**src/rtl/gol_pkg.sv**
```systemverilog
// gol_pkg: shared board geometry, controller state encoding and row addressing helper
package gol_pkg;
  localparam int BOARD_COLS  = 16;
  localparam int BOARD_ROWS  = 16;
  localparam int BOARD_CELLS = BOARD_COLS * BOARD_ROWS;

  typedef enum logic [1:0] {IDLE, WAIT_TICK, EVAL, COMMIT} ctrl_state_t;

  function automatic logic [7:0] row_base(input logic [3:0] row);
    return {row, 4'b0000};
  endfunction
endpackage

```
**src/rtl/gol_tick_divider.sv**
```systemverilog
// gol_tick_divider: free-running divider that pulses tick on count TICK_DIV-1 while enabled
module gol_tick_divider #(
  parameter int TICK_DIV = 25000000
) (
  input  logic clk,
  input  logic reset,
  input  logic en,
  input  logic clr,
  output logic tick
);
  localparam int CW = TICK_DIV > 1 ? $clog2(TICK_DIV) : 1;
  logic [CW-1:0] cnt;
  assign tick = en && cnt == CW'(TICK_DIV - 1);
  always_ff @(posedge clk) begin
    if (!reset || clr) cnt <= '0;
    else if (en) cnt <= tick ? '0 : cnt + 1'b1;
  end
endmodule

```
**src/rtl/gol_gen_controller.sv**
```systemverilog
// gol_gen_controller: sequences the Life engine (run/pause/step/clear, host row writes); GOL_STABLE_HALT_EN adds still-life/extinction auto-stop
module gol_gen_controller
  import gol_pkg::*;
#(
  parameter int ROWS        = 16,
  parameter int TICK_DIV    = 25000000,
  parameter int ALG_LATENCY = 1,
  parameter int GEN_W       = 16
) (
  input  logic                       clk,
  input  logic                       reset,
  input  logic                       cmd_run,
  input  logic                       cmd_pause,
  input  logic                       cmd_step,
  input  logic                       cmd_clear,
  input  logic                       wr_en,
  input  logic [3:0]                 wr_row,
  input  logic [15:0]                wr_data,
  output logic                       wr_ready,
  output logic [ROWS*BOARD_COLS-1:0] alg_board_in,
  input  logic [ROWS*BOARD_COLS-1:0] alg_board_out,
  output logic [ROWS*BOARD_COLS-1:0] board,
  output logic [GEN_W-1:0]           generation,
  output logic                       running,
  output logic                       busy,
  output logic                       halted
);
  localparam int LW = ALG_LATENCY > 1 ? $clog2(ALG_LATENCY) : 1;
  ctrl_state_t state;
  logic [LW-1:0] lat_cnt;
  logic pause_pending, tick, stop;

  assign alg_board_in = board;
  assign wr_ready     = state == IDLE;
  assign busy         = state == EVAL || state == COMMIT;

  gol_tick_divider #(.TICK_DIV(TICK_DIV)) u_tick (
    .clk   (clk),
    .reset (reset),
    .en    (state == WAIT_TICK),
    .clr   (state != WAIT_TICK),
    .tick  (tick)
  );

`ifdef GOL_STABLE_HALT_EN
  assign stop = alg_board_out == board || alg_board_out == '0;
`else
  assign stop    = 1'b0;
  assign halted  = 1'b0;
`endif

  always_ff @(posedge clk) begin
    if (!reset) begin
      state         <= IDLE;
      board         <= '0;
      generation    <= '0;
      running       <= 1'b0;
      pause_pending <= 1'b0;
      lat_cnt       <= '0;
`ifdef GOL_STABLE_HALT_EN
      halted        <= 1'b0;
`endif
    end else begin
`ifdef GOL_STABLE_HALT_EN
      if (cmd_run || cmd_step || cmd_clear || (wr_en && wr_ready)) halted <= 1'b0;
`endif
      if (cmd_clear) begin
        state         <= IDLE;
        board         <= '0;
        generation    <= '0;
        running       <= 1'b0;
        pause_pending <= 1'b0;
        lat_cnt       <= '0;
      end else begin
        case (state)
          IDLE: begin
            lat_cnt <= '0;
            if (wr_en) board[row_base(wr_row) +: BOARD_COLS] <= wr_data;
            if (!cmd_pause && cmd_run) begin
              running <= 1'b1;
              state   <= WAIT_TICK;
            end else if (!cmd_pause && cmd_step) state <= EVAL;
          end
          WAIT_TICK: begin
            if (cmd_pause) begin
              running <= 1'b0;
              state   <= IDLE;
            end else if (tick) state <= EVAL;
          end
          EVAL: begin
            if (cmd_pause) pause_pending <= 1'b1;
            lat_cnt <= lat_cnt == LW'(ALG_LATENCY - 1) ? '0 : lat_cnt + 1'b1;
            if (lat_cnt == LW'(ALG_LATENCY - 1)) state <= COMMIT;
          end
          COMMIT: begin
            board      <= alg_board_out;
            generation <= generation == '1 ? generation : generation + 1'b1;
            if (running && !pause_pending && !cmd_pause && !stop) state <= WAIT_TICK;
            else begin
              state         <= IDLE;
              running       <= 1'b0;
              pause_pending <= 1'b0;
            end
`ifdef GOL_STABLE_HALT_EN
            if (stop) halted <= 1'b1;
`endif
          end
          default: state <= IDLE;
        endcase
      end
    end
  end
endmodule

```
**config.mk**
```make
export PLATFORM = sky130hd
export DESIGN_NAME = gol_gen_controller
export DESIGN_NICKNAME = d
export VERILOG_FILES = /design/src/rtl/gol_pkg.sv /design/src/rtl/gol_tick_divider.sv /design/src/rtl/gol_gen_controller.sv
export SDC_FILE = /design/constraint.sdc
export NUM_CORES = 1
export LEC_CHECK = 0
export BUFFER_PORTS_ARGS = -buffer_cell sky130_fd_sc_hd__buf_2
export CAP_MARGIN = 0
export CORE_AREA = 5 5 314 316
export DETAILED_ROUTE_END_ITERATION = 8
export DIE_AREA = 0 0 319 321
export PLACE_DENSITY = 0.45
export SYNTH_ARGS = -nofsm -noshare
export SYNTH_HDL_FRONTEND = slang
export SYNTH_SLANG_ARGS = --single-unit
```
**constraint.sdc**
```tcl
create_clock -name clk -period 4 [get_ports clk]
set_input_delay 0.6 -clock clk [delete_from_list [all_inputs] [get_ports clk]]
set_output_delay 0.6 -clock clk [all_outputs]
set_load 0.005 [all_outputs]
```
==> reports/results.ini <==
[place]
port_buffers = 813
pre_cts_slack_ps = 808
hpwlAfterDp_mm = 63.4
finalWeightedCongestion = 0.790

[cts]
clock_latency_ps = 570
cts_tree = built
cts_made_buffers = 40
post-cts-setup-buffer-count = 0
cts-htree-levels = 2
cts_buffer_depth = 3
cts.repair.resized = 0
root_buffer = clkbuf_16
cts_num_sinks = 301
path_clk_slew_ps = 50
postCtsHoldBufs = 0

[logic_synthesis]
synth_area_leader_cell = dfxtp_1
synthArstFlopShare = 0
ys_seq_elements = 301
synth-seq-area-share = 0.400
synth_top_area_share = 0.400
postSynthCellCount = 1816
synthesis.nets = 2104
synth-main-ff-cell = dfxtp_1
synth_cell_types = 64
synth_edf_count = 0
synth.area.top_cells = dfxtp_1 (40%), buf_4 (13%), mux2i_1 (6.2%)
syn_area_um2 = 15100
yosys_warnings = 0
avgSynthCellArea_um2 = 8.30

[layout]
multiInputGateArea_um2 = 6500
layout-drive-gt1-share = 0.405
seq_area_um2 = 6030
fin_util = 0.208
fin_nets = 2591
num-fill-cells = 10900
syn_to_final_growth_pct = 32.1

[floorplanning]
fp.coreArea_um2 = 95700
fp-row-count = 114
io_pins = 815
initial_core_util = 0.157
die_h_um = 321
die_w_um = 319
dieArea_um2 = 102000

[grt]
grt_pass1_vias = 14400
grt_max_degree = 156
grt-ovfl-total = 0
antenna_found_initial = 22
grt_pass1_wl_mm = 117
groute.usage.overall = 0.159

[sta]
rsz0062_at_grt = false
hold_violations = 0
fin_crit_ps = 2650
setup_viol = 0
fin_ws_ps = 1350
skew_ps = 19.4
timing.fmax_ghz = 0.377
slew_violations = 0
finalSetupTns_ps = 0
tightest_slew_ps = 1110
finalCritPeriodShare = 0.663
max-slew-margin-rel = 0.258

[routing]
drc = 0
vias = 15200
drt.antenna.violating_nets = 0
dr.pass1.iters = 6
wl_mm = 87.1
vias_per_cell = 4.19
wl_per_cell_um = 24.1
drtIter0Drc = 1554

[setup_path]
crit_path_start_kind = input pin
worst-endpoint-arrival_ps = 3090
cp_max_fo = 16
criticalPathCategory = input pin to register
end_kind = register
worstPathRequired_ps = 4440

[power_and_ir_drop]
power_density_nw_per_um2 = 367
peakVddDrop_uv = 217
p_leak_nw = 9.45

[outcome]
run_status = completed

[worst_hold_path]
hold_class = input pin to register

[job]
drv_cap = 0

state kept, by name, summed over array words and instances, names as in the netlist:
| signal | flops |
|---|---|
| alg_board_in | 256 |
| u_tick.cnt | 25 |
| generation | 16 |
| state | 2 |
| pause_pending | 1 |
| running | 1 |
layer usage:
metal / wire, µm / GRT usage
met5: 120 / 0
met4: 3000 / 0.0532
met3: 7790 / 0.0467
met2: 40600 / 0.261
met1: 35600 / 0.200
placed cells by master, fill, tap and decap left out, types with 26 or more instances in the layout:
cell	instances
buf_2	813
dfxtp_1	301
nand2_1	178
o21ai_0	164
a21oi_1	155
nor2_1	118
mux2i_1	94
nor3_1	74
a22oi_1	65
clkbuf_16	41
nand3_1	35
buf_4	34
xor2_1	26
through the flow:
| stage | total power, mW | area, µm² | hold WS [ps] | instances |
|---|---|---|---|---|
| finish | 7.31 | 19900 | 223 | 3615 |
| global route | 7.59 | 19900 | 186 | 3609 |
| CTS | 7.44 | 19900 | 165 | 3608 |
| global placement | 3.66 | 18600 | 445 | 3537 |
| detailed placement | 3.66 | 18600 | 455 | 3537 |
| floorplan | 3.31 | 15100 | 428 | 1816 |
worst max-delay path, cell delays in order:
cell,delay [ps]
buf_2,210
inv_1,80
ha_1,300
or2_2,380
o31ai_2,430
a41oi_2,600
a22oi_1,380
nand2_1,80
logic make-up (layout without fill, tap and decap cells):
logic type	count (synthesis)	count (layout)	synth area share
adder cells (fa/ha/maj)	5	5	0.00415
flip-flops	301	301	0.400
AO/OA/AOI/OAI	469	469	0.187
multiplexers	94	94	0.0624
buffers and inverters	419	935	0.175
XOR/XNOR	36	36	0.0209
AND/OR/NAND/NOR	491	491	0.151
other	1	8	0.000249
synth_stat cells, types with 5 or more instances:
cell	count
nor4_1	7
buf_4	267
o21ai_1	5
mux2i_1	94
a221oi_1	6
nor2_1	119
ha_1	5
a31oi_1	6
nand2_1	179
a22oi_1	65
a21oi_1	158
xor2_1	26
and2_1	5
a211oi_1	8
buf_1	8
and3_1	14
dfxtp_1	301
buf_2	28
clkbuf_1	99
xnor2_1	10
a222oi_1	22
a2bb2oi_1	16
inv_1	14
o21ai_0	164
nand4_1	14
nor3_1	74
nand3_1	35
nand2b_1	9
final timing paths:
check                                   endpoint  cells after the start                       start  slack, ps
hold reg to reg       u_tick.cnt[0]$_SDFFE_PP0P_                      1  u_tick.cnt[0]$_SDFFE_PP0P_        460
setup / recovery   alg_board_in[48]$_SDFFE_PP0P_                      8                   wr_row[0]       1350
setup reg to reg  alg_board_in[111]$_SDFFE_PP0P_                      5       state[1]$_SDFFE_PP0P_       1420
hold / removal     alg_board_in[29]$_SDFFE_PP0P_                      3           alg_board_out[29]        220
report_power, final:
group	internal [mW]	switching [mW]
logic	0.186	0.373
registers	3.01	0.0176
clock network	2.24	1.48
cell type report:
type,count,share of cell area
tap,1276,0.0802
timing repair buffer,850,0.220
sequential,301,0.303
multi-input combinational,1096,0.326
antenna,7,0.000880
clock inverter,14,0.00779
inverter,14,0.00264
clock buffer,57,0.0591
No activity file was read; power rests on OpenSTA's default activity.
